### src/rtl/bist_cb_session_ctrl.sv
// Session sequencer for the checkerboard BIST wrapper: runs NUM_RUNS passes and reports an aggregate verdict.
// Optional: define BIST_CB_FAIL_STOP_EN to end the session after the first failing or timed-out pass.
module bist_cb_session_ctrl #(
  parameter int NUM_RUNS    = 4,
  parameter int TIMEOUT_CYC = 256,
  parameter int GAP_CYC     = 2,
  parameter int CNT_W       = 8
) (
  input  logic             clk,
  input  logic             rst,
  input  logic             start,
  input  logic             abort,
  input  logic             test_down,
  input  logic             pass_or_fail,
  output logic             tester,
  output logic             busy,
  output logic             done,
  output logic             result_pass,
  output logic [CNT_W-1:0] run_count,
  output logic [CNT_W-1:0] fail_count,
  output logic             timeout_err
);

  localparam int TMR_W = $clog2(TIMEOUT_CYC + 1);
  localparam int GAP_W = $clog2(GAP_CYC + 1);
  localparam logic [TMR_W-1:0] TMR_LAST = TMR_W'(TIMEOUT_CYC - 1);
  localparam logic [GAP_W-1:0] GAP_LAST = GAP_W'(GAP_CYC - 1);
  localparam logic [CNT_W-1:0] RUNS     = CNT_W'(NUM_RUNS);

`ifdef BIST_CB_FAIL_STOP_EN
  localparam bit FAIL_STOP = 1'b1;
`else
  localparam bit FAIL_STOP = 1'b0;
`endif

  typedef enum logic [1:0] {IDLE, RUN, GAP, DONE} state_t;

  state_t           state_reg;
  logic [TMR_W-1:0] timer_reg;
  logic [GAP_W-1:0] gap_reg;
  logic             end_session;

  // A session that has seen any failure can only be stopped early when fail-stop is built in.
  assign end_session = (run_count >= RUNS) || (FAIL_STOP && (fail_count != '0));

  function automatic logic [CNT_W-1:0] sat_inc(input logic [CNT_W-1:0] v);
    return (&v) ? v : v + 1'b1;
  endfunction

  always_ff @(posedge clk) begin
    if (rst) begin
      state_reg   <= IDLE;
      timer_reg   <= '0;
      gap_reg     <= '0;
      tester      <= 1'b0;
      busy        <= 1'b0;
      done        <= 1'b0;
      result_pass <= 1'b0;
      run_count   <= '0;
      fail_count  <= '0;
      timeout_err <= 1'b0;
    end else begin
      case (state_reg)
        IDLE, DONE: begin
          if (start) begin
            state_reg   <= RUN;
            tester      <= 1'b1;
            busy        <= 1'b1;
            done        <= 1'b0;
            result_pass <= 1'b0;
            run_count   <= '0;
            fail_count  <= '0;
            timeout_err <= 1'b0;
            timer_reg   <= '0;
          end
        end
        RUN: begin
          if (abort) begin
            state_reg   <= DONE;
            tester      <= 1'b0;
            busy        <= 1'b0;
            done        <= 1'b1;
            result_pass <= 1'b0;
          end else if (test_down) begin
            // A completion on the last timer cycle still counts as a normal completion.
            run_count <= sat_inc(run_count);
            if (!pass_or_fail) fail_count <= sat_inc(fail_count);
            tester    <= 1'b0;
            gap_reg   <= '0;
            state_reg <= GAP;
          end else if (timer_reg == TMR_LAST) begin
            run_count   <= sat_inc(run_count);
            fail_count  <= sat_inc(fail_count);
            timeout_err <= 1'b1;
            tester      <= 1'b0;
            gap_reg     <= '0;
            state_reg   <= GAP;
          end else begin
            timer_reg <= timer_reg + 1'b1;
          end
        end
        GAP: begin
          if (abort) begin
            state_reg   <= DONE;
            busy        <= 1'b0;
            done        <= 1'b1;
            result_pass <= 1'b0;
          end else if (gap_reg == GAP_LAST) begin
            if (end_session) begin
              state_reg   <= DONE;
              busy        <= 1'b0;
              done        <= 1'b1;
              result_pass <= (fail_count == '0) && !timeout_err;
            end else begin
              state_reg <= RUN;
              tester    <= 1'b1;
              timer_reg <= '0;
            end
          end else begin
            gap_reg <= gap_reg + 1'b1;
          end
        end
        default: state_reg <= IDLE;
      endcase
    end
  end

endmodule

### config.mk
export PLATFORM = sky130hd
export DESIGN_NAME = bist_cb_session_ctrl
export DESIGN_NICKNAME = d
export VERILOG_FILES = /design/src/rtl/bist_cb_session_ctrl.sv
export SDC_FILE = /design/constraint.sdc
export NUM_CORES = 1
export LEC_CHECK = 0
export ABC_AREA = 0
export BUFFER_PORTS_ARGS = -buffer_cell sky130_fd_sc_hd__buf_2
export CAP_MARGIN = 20
export CORE_ASPECT_RATIO = 0.7
export CORE_MARGIN = 2
export CORE_UTILIZATION = 49
export CTS_BUF_LIST = sky130_fd_sc_hd__clkbuf_4 sky130_fd_sc_hd__clkbuf_8
export DETAILED_ROUTE_END_ITERATION = 7
export PLACE_DENSITY = 0.7
export REMOVE_ABC_BUFFERS = 1
export SLEW_MARGIN = 5
export SYNTH_ARGS = -nofsm -noshare
export SYNTH_HDL_FRONTEND = slang
export SYNTH_SLANG_ARGS = --single-unit
### constraint.sdc
create_clock -name clk -period 3.5 [get_ports clk]
set_clock_uncertainty 0.2 [all_clocks]
set_input_delay 0.175 -clock clk [delete_from_list [all_inputs] [get_ports clk]]
set_output_delay 0.175 -clock clk [all_outputs]
set_load 0.1 [all_outputs]
== Yosys cells after proc, flatten, opt, wreduce, memory -nomap -nowiden ==
Index checks and enable logic that the tools add are counted.

* Logic and storage cells: 113
* RAM bits: 0
* Input port bits: 6
* Memory bits (read-only): 0
* Flip-flop bits (word level): 34
* Memories: 0
* Latch bits: 0
* Output and inout bits: 21

* $lt $le $gt $ge: 1
* Muxes and demuxes: 61
* Eq/ne operators: 20
* Reductions and logical operators: 17
* Bitwise logic cells: 0
* Add/sub/neg operators: 4
* $mul: 0
* Divide/modulo/power cells: 0
* Shift operators: 0

{| class="wikitable"
|+ Operators by type and width
! cell !! number
|-
| 8-bit 2-to-1 mux || 10
|-
| 9-bit 2-to-1 mux || 7
|-
| 8-bit one-hot mux with 2 select lines || 2
|-
| 9-bit one-hot mux with 3 select lines || 1
|-
| 2-bit 2-to-1 mux || 12
|-
| 1-bit 2-to-1 mux || 22
|-
| 2-bit inequality test (second input constant) || 10
|-
| 5-bit AND reduction || 4
|-
| 8-bit by 1-bit adder with 8-bit output (second input constant) || 2
|-
| 8-bit AND reduction || 2
|-
| 3-bit inequality test (second input constant) || 4
|-
| 1-bit one-hot mux with 3 select lines || 4
|-
| 9-bit by 1-bit adder with 9-bit output (second input constant) || 1
|-
| 9-bit by 8-bit equality test with 1-bit output (second input constant) || 1
|-
| 8-bit by 3-bit >= comparator with 1-bit output (second input constant) || 1
|-
| 8-bit logical NOT || 1
|-
| 4-bit AND reduction || 2
|-
| 7-bit AND reduction || 1
|-
| 2-bit one-hot mux with 3 select lines || 1
|-
| 2-bit by 1-bit equality test with 1-bit output (second input constant) || 2
|-
| 2-bit equality test (second input constant) || 2
|-
| 4-bit inequality test (second input constant) || 1
|-
| 2-bit one-hot mux with 2 select lines || 1
|-
| 2-bit nonzero test || 2
|-
| other kinds (7) || 7
|}

== Depth between registers and ports, before layout ==
Gate-level depths: netlist of the first run.

* Depth in word-level cells: 6
* Mapped depth: 11
* Gate-level depth less buffers: 10

== Worst setup path before layout of the first run ==
OpenSTA, ideal clock, no wires.

* Path kind: register -> register
* Start point: register run_count[2]
* End point: register timer_reg[8]
* Period minus slack after synthesis: 2.612 ns
* Path buffers: 2
* Library setup time: 0.065 ns
* Required time: 3.235 ns
* Path slack: 0.888 ns
* Stages on the path, launching flop included: 8
* Arrival time: 2.347 ns
* Cell sequence: dfxtp_1 or4_4 o31a_1 buf_6 or2_0 buf_2 o31a_1 nor2_1

* Longest elaborated chain between the ends: 3

{| class="wikitable"
|+ Ends and longest elaborated chain
! item !! RTL line !! source
|-
| start: declaration || 19 || <nowiki>output logic [CNT_W-1:0] run_count,</nowiki>
|-
| start signal: assignment || 86 || <nowiki>run_count <= sat_inc(run_count);</nowiki>
|-
| start signal: assignment || 92 || <nowiki>run_count <= sat_inc(run_count);</nowiki>
|-
| 8-bit by 3-bit >= comparator with 1-bit output || 44 || <nowiki>assign end_session = (run_count >= RUNS) || (FAIL_STOP && (fail_count != '0));</nowiki>
|-
| 2-bit inequality test (no source line) || - ||
|-
| 7-bit AND reduction (no source line) || - ||
|-
| end signal: assignment || 99 || <nowiki>timer_reg <= timer_reg + 1'b1;</nowiki>
|-
| end: declaration || 39 || <nowiki>logic [TMR_W-1:0] timer_reg;</nowiki>
|}

Every way passes these cells.
A chain may end at the register's enable or synchronous reset.

== Worst setup path in the final report of the first run ==
* Start point: register timer_reg[0]
* End point: register fail_count[6]

* Longest elaborated chain between the ends: 3

{| class="wikitable"
|+ Ends and longest elaborated chain
! item !! RTL line !! source
|-
| 9-bit by 8-bit equality test with 1-bit output || 91 || <nowiki>end else if (timer_reg == TMR_LAST) begin</nowiki>
|-
| 3-bit inequality test (no source line) || - ||
|-
| 5-bit AND reduction (no source line) || - ||
|-
| end signal: assignment || 87 || <nowiki>if (!pass_or_fail) fail_count <= sat_inc(fail_count);</nowiki>
|-
| end signal: assignment || 93 || <nowiki>fail_count <= sat_inc(fail_count);</nowiki>
|-
| end: declaration || 20 || <nowiki>output logic [CNT_W-1:0] fail_count,</nowiki>
|}

Every way passes these cells.

==> results.yml, run 1 <==
synth:
  yosys-top-cells-area: "dfxtp_1, ha_1, nand2_1"
  ys.flop_type: "dfxtp_1"
  synth_edf_count: 0
  yosys_warnings: 0
  synth_cell_types: 48
  syn-mean-instance-area_um2: 8.03
  synthCells: 245
  ys_ff_latch: 34
  synthesis.area_mm2: 0.00197
  async_reset_ff_share_pct: 0
  yosys.area.top_type_share_pct: 34.6
  synth_top_area_cell: "dfxtp_1"
  yosysSeqAreaShare_pct: 34.6
cts:
  clockBufferDepth: 2
  cts.repair.resized: 0
  ctsHoldBuffers: 0
  cts_tree: "done"
  cts.sinks: 34
  htree_levels: 2
  root_buffer: "clkbuf_8"
  clkLatencyLatePin_ns: 0.28
  post-cts-setup-buffer-count: 0
  clk_pin_slew_ns: 0.07
  cts_buffers: 5
cells_and_area:
  synthToLayoutAreaGrowth_pct: 12.1
  insertedDiodeCount: 0
  drive_gt1_share_pct: 15.3
  regArea_um2: 681
  fillers: 378
  final_nets: 282
  multi_input_area_mm2: 0.00119
  largest_reg_flops: 9
  stdcell_count: 320
global_routing:
  grt_max_degree: 33
  antenna_found_initial: 0
  grt_pass1_vias: 1561
  grt-ovfl-total: 0
  grt_pass1_wl_um: 7540
  grt_use_total_pct: 21.1
critical_path:
  path_class: "flip-flop to flip-flop"
  critical_path_required_ns: 3.49
  worst_r2r_path_depth: 10
  path_cells: "ha_1, and3_1, and3_1, and3_1, ha_1, nor2_1, a2bb2oi_1, nor2_1, a41oi_1, a211oi_1"
  path_common_cell: "and3_1"
  endpoint_kind: "flip-flop"
  path_max_fanout: 8
  regToRegSetupSlack_ns: 0.61
  critPathTopFamily: "simple AND/OR/NAND/NOR gates"
  crit_buf_inv: 0
  r2r_end: "fail_count[6]$_SDFFE_PP0P_"
  critical-path-max-stage-delay_ns: 0.47
  cp_slowest_cell: "nor2_1"
  worstPathArrival_ns: 2.88
  cp.depth: 10
  rr_startpoint: "timer_reg[0]$_SDFFE_PP0P_"
  crit_path_start_kind: "flip-flop"
pwr:
  combPwrFrac_pct: 47.9
  p_total_mw: 1.44
  seq_power_share_pct: 31.8
  sw_frac_of_total_pct: 48.8
  switchingPower_mw: 0.703
  ir_worst_vdd_mv: 0.531
  clockPowerShare_pct: 20.3
  intPower_mw: 0.737
  power_density_mw_per_mm2: 654
  power_leakage_nw: 0.823
timing:
  setup_slack_ns: 0.610
  rsz0062_at_grt: "no"
  fin_hold_ws_ns: 0.0956
  drv_slew: 0
  slew_headroom_pct: 59.5
  tns_ns: 0
  fin_crit_sh_pct: 82.6
  finalSetupViolCount: 0
  tightestPinTransition_ns: 0.603
  fin_crit_ns: 2.89
  hold_violations: 0
  fmax_mhz: 346
outcome:
  status: "finished, final reports clean"
worst_hold_path:
  hold_depth: 4
  hold_class: "primary input to flip-flop"
  min_from: "start"
  min_to: "run_count[4]$_SDFFE_PP0P_"
placement:
  place_inst: 312
  port_buffers: 26
  gp_congestion: 0.830
  post-dp-hpwl_um: 3240
  dp_worst_setup_slack_ns: 0.666
die:
  die_h_um: 57.0
  num_io_pins: 27
  core-area_mm2: 0.00387
  die_x_um: 79.7
  die_area_mm2: 0.00455
  placementRows: 19
  initial_utilization_pct: 50.8
route:
  drt_iter0_drc: 85
  num_vias: 1876
  wl_um: 4600
  drcViolationCount: 0
  ant_nets: 0
  drt-wirelength-per-cell_um: 14.4
  dr.pass1.iters: 5
  viasPerCell: 5.86
flow_run:
  max-cap-violations: 0
[metal layers]
layer | track usage (%) | vias up | wire (µm)
met5 | 0 | - | 0
met4 | 5.42 | 0 | 50
met3 | 5.06 | 6 | 230
met2 | 28.5 | 44 | 1890
met1 | 33.4 | 865 | 2420
li1 | - | 961 | -
[cell type report]
| class | count | share of cell area [%] |
|---|---|---|
| inverter | 10 | 1.70 |
| sequential | 34 | 30.9 |
| multi-input combinational | 189 | 54.1 |
| timing repair buffer | 27 | 6.24 |
| tap | 52 | 2.95 |
| clock buffer | 6 | 3.46 |
| clock inverter | 2 | 0.624 |
[synth_stat cells (all sizes together), types with 2 or more instances]
master / instances
xnor2: 4
or3b: 2
a21oi: 17
o31a: 2
or3: 3
and3: 4
nand2b: 5
inv: 10
nand3: 11
o21ai: 7
nand4b: 9
or4: 5
ha: 9
or2: 4
nand4: 6
a211oi: 4
nor2: 20
buf: 4
mux2i: 2
nor4: 3
o211ai: 3
nor3: 4
a31oi: 9
o31ai: 5
dfxtp: 34
and4: 2
clkbuf: 8
nand2: 28
nand3b: 6
[per-stage QoR]
| step | utilization [%] | area, µm² |
|---|---|---|
| after floorplan | - | 1910 |
| after global placement | 54.6 | 2110 |
| after detailed placement | 54.6 | 2110 |
| after CTS | 56.9 | 2200 |
| after global routing | 56.9 | 2200 |
| final | 56.9 | 2200 |
[worst reg2reg max path: cells and delay by family, from the launching register on]
kind,cells,cell delay (ns)
AOI/OAI and AO/OA,3,0.63
DFF,1,0.37
and+or+nand+nor,5,1.14
adders and majority gates,2,0.46
[worst max path at each step]
stage                                    from                          to  slack, ns
finish              timer_reg[0]$_SDFFE_PP0P_  fail_count[6]$_SDFFE_PP0P_       0.61
global route        timer_reg[0]$_SDFFE_PP0P_   timer_reg[6]$_SDFFE_PP0P_       0.40
CTS                 timer_reg[0]$_SDFFE_PP0P_  fail_count[2]$_SDFFE_PP0P_       0.66
detailed placement  timer_reg[0]$_SDFFE_PP0P_  fail_count[2]$_SDFFE_PP0P_       0.67
global placement    timer_reg[0]$_SDFFE_PP0P_  fail_count[2]$_SDFFE_PP0P_       0.77
floorplan           run_count[2]$_SDFFE_PP0P_   timer_reg[8]$_SDFFE_PP0P_       0.94
[kinds of logic after synthesis]
kind of cell             after synthesis  synth area share, %
flip-flops                            34                 34.6
adder cells (fa/ha/maj)                9                 5.73
AND/OR/NAND/NOR                      115                 32.4
AO/OA/AOI/OAI                         59                 19.7
XOR/XNOR                               4                 1.78
multiplexers                           2                 1.02
buffers and inverters                 22                 4.71
[power by group through the flow]
| stage | clock network [mW] | logic (mW) | registers, mW |
|---|---|---|---|
| 5_1_grt | 0.319 | 0.749 | 0.463 |
| 6_report | 0.293 | 0.690 | 0.458 |
| 2_1_floorplan | 0 | 0.350 | 0.648 |
| 3_3_place_gp | 0 | 0.676 | 0.466 |
| 4_1_cts | 0.301 | 0.687 | 0.458 |
| 3_5_place_dp | 0 | 0.685 | 0.467 |
[cell usage in the layout (no fill, tap or decap), types with 4 or more instances in the layout]
| master | instances |
|---|---|
| nor3_1 | 4 |
| o21ai_0 | 7 |
| nor2_1 | 20 |
| dfxtp_1 | 34 |
| nand3_1 | 11 |
| xnor2_1 | 4 |
| o31ai_1 | 5 |
| nand2_1 | 28 |
| inv_1 | 10 |
| clkbuf_8 | 5 |
| buf_2 | 26 |
| ha_1 | 9 |
| a211oi_1 | 4 |
| a21oi_1 | 17 |
| a31oi_1 | 9 |
| nand2b_1 | 5 |
| nand3b_1 | 6 |
| nand4b_1 | 9 |
| and3_1 | 4 |
| nand4_1 | 6 |
| or4_1 | 4 |
Note: power is estimated with default switching activity, not from simulation.
==> run 2: changes to the inputs <==
--- a/config.mk
+++ b/config.mk
@@ -13,7 +13,7 @@
 export CORE_UTILIZATION = 49
 export CTS_BUF_LIST = sky130_fd_sc_hd__clkbuf_4 sky130_fd_sc_hd__clkbuf_8
 export DETAILED_ROUTE_END_ITERATION = 7
-export PLACE_DENSITY = 0.7
+export PLACE_DENSITY = 0.72
 export REMOVE_ABC_BUFFERS = 1
 export SLEW_MARGIN = 5
 export SYNTH_ARGS = -nofsm -noshare
==> constraint.sdc (replaced) <==
create_clock -name clk -period 2.5 [get_ports clk]
set_clock_uncertainty 0.2 [all_clocks]
set_input_delay 0.125 -clock clk [delete_from_list [all_inputs] [get_ports clk]]
set_output_delay 0.125 -clock clk [all_outputs]
set_load 0.1 [all_outputs]
==> results.yml, run 2 (synthesized netlist as in run 1, its figures left out) <==
outcome:
  status: "finished, violations left"
  violations: "setup timing"
timing:
  rsz0062_at_grt: "yes"
  slew_headroom_pct: 62.9
  fin_crit_sh_pct: 102
  setup_slack_ns: -0.0437
  fin_crit_ns: 2.54
  hold_violations: 0
  drv_slew: 0
  tightestPinTransition_ns: 0.553
  fin_hold_ws_ns: 0.0381
  fmax_mhz: 393
  finalSetupViolCount: 3
route:
  wl_um: 5110
  drcViolationCount: 0
  drt_iter0_drc: 156
  ant_nets: 0
  num_vias: 2047
  viasPerCell: 5.95
  dr.pass1.iters: 5
  drt-wirelength-per-cell_um: 14.9
global_routing:
  grt_pass1_wl_um: 8510
  grt_pass1_vias: 1814
  grt_use_total_pct: 23.7
  grt_max_degree: 20
  antenna_found_initial: 0
  grt-ovfl-total: 0
critical_path:
  critical_path_required_ns: 2.52
  path_max_fanout: 5
  endpoint_kind: "flip-flop"
  worst_r2r_path_depth: 10
  rr_startpoint: "timer_reg[0]$_SDFFE_PP0P_"
  worstPathArrival_ns: 2.57
  path_class: "flip-flop to flip-flop"
  crit_path_start_kind: "flip-flop"
  r2r_end: "run_count[7]$_SDFFE_PP0P_"
  cp-startpoint: "timer_reg[0]$_SDFFE_PP0P_"
  regToRegSetupSlack_ns: -0.04
  endpoint: "run_count[7]$_SDFFE_PP0P_"
cells_and_area:
  fin_area_mm2: 0.00250
  insertedDiodeCount: 0
  drive_gt1_share_pct: 28.8
  final_cell_mix: "dfxtp_1, nand2_1, buf_2, buf_4, nor2_1"
  final_core_util_pct: 64.6
  synthToLayoutAreaGrowth_pct: 27.4
  largest_reg_flops: 9
  final_common_cell: "dfxtp_1"
  fillers: 339
  final_nets: 306
pwr:
  power_leakage_nw: 0.951
  p_total_mw: 2.23
  power_density_mw_per_mm2: 891
  ir_worst_vdd_mv: 0.597
flow_run:
  max-cap-violations: 0
placement:
  port_buffers: 26
  post-dp-hpwl_um: 3530
  gp_congestion: 0.917
  post_dp_cell_area_mm2: 0.00226
  dp_worst_setup_slack_ns: -0.163
cts:
  clkLatencyLatePin_ns: 0.29
  htree_levels: 2
  cts_buffers: 5
  cts_tree: "done"
  clk_pin_slew_ns: 0.07
  root_buffer: "clkbuf_8"
  cts.sinks: 34
  clockBufferDepth: 2
die:
  die_h_um: 57.0
  num_io_pins: 27
  core-area_mm2: 0.00387
  die_area_mm2: 0.00455
  placementRows: 19
  die_x_um: 79.7
  initial_utilization_pct: 50.8
worst_hold_path:
  hold_class: "primary input to flip-flop"
==> run 2: cell count changes in the layout (fill, tap and decap cells not counted), sizes merged <==
cell,previous run,this run
dlygate4sd3,0,1
clkbuf,6,7
clkinv,2,1
buf,27,50
==> run 2: stage by stage <==
step           TNS (ns)  instances
3_3_place_gp     -0.441        331
5_1_grt           -1.15        344
2_1_floorplan    -0.115        233
4_1_cts               0        340
6_report        -0.0803        344
3_5_place_dp      -1.52        331
==> run 2: how the worst min path moves through the flow <==
stage / to / slack, ns / depth (start not counted) / startpoint
finish: fail_count[1]$_SDFFE_PP0P_ / 0.04 / 4 / pass_or_fail
global route: run_count[4]$_SDFFE_PP0P_ / 0.07 / 4 / start
CTS: fail_count[1]$_SDFFE_PP0P_ / 0.03 / 4 / pass_or_fail
detailed placement: gap_reg[1]$_SDFFE_PP0P_ / 0.26 / 2 / gap_reg[1]$_SDFFE_PP0P_
global placement: gap_reg[1]$_SDFFE_PP0P_ / 0.24 / 2 / gap_reg[1]$_SDFFE_PP0P_
floorplan: fail_count[2]$_SDFFE_PP0P_ / -0.006 / 1 / rst
==> run 2: layout make-up <==
type | count | area (µm²) | area share [%]
multi-input cells | 189 | 1300 | 52.0
flip-flops and latches | 34 | 683 | 27.3
repair buffers | 51 | 320 | 12.8
clock buffers | 7 | 90.1 | 3.60
well taps | 52 | 65.1 | 2.60
inverters | 10 | 37.5 | 1.50
clock inverters | 1 | 5.00 | 0.200
==> run 2: metal layers <==
layer  track usage [%]  routed length, µm
met1              36.0               2570
met2              33.7               2210
met3              5.70                279
met4              5.91                 52
met5                 0                  0
==> run 2: report_power, final <==
part / switching, mW / leakage (nW) / internal, mW
clock network: 0.200 / 0.0517 / 0.233
logic: 0.803 / 0.623 / 0.351
registers: 0.0458 / 0.276 / 0.599
==> run 2: worst max-delay path, stage by stage, from the launching register on <==
cell	delay, ns
dfxtp_2	0.35
ha_4	0.13
and3_4	0.18
and3_4	0.19
and3_4	0.20
ha_4	0.18
nor2_4	0.04
a2bb2oi_2	0.15
a211o_1	0.29
or4_4	0.43
a21oi_2	0.13
==> run 2: repair_timing <==
item                                   CTS  global route
resized for setup                       17            10
hold buffers                             1             0
pin swaps                                6             5
setup endpoints to repair               26            20
setup buffers                            0             4
endpoints found under the hold margin    3             0
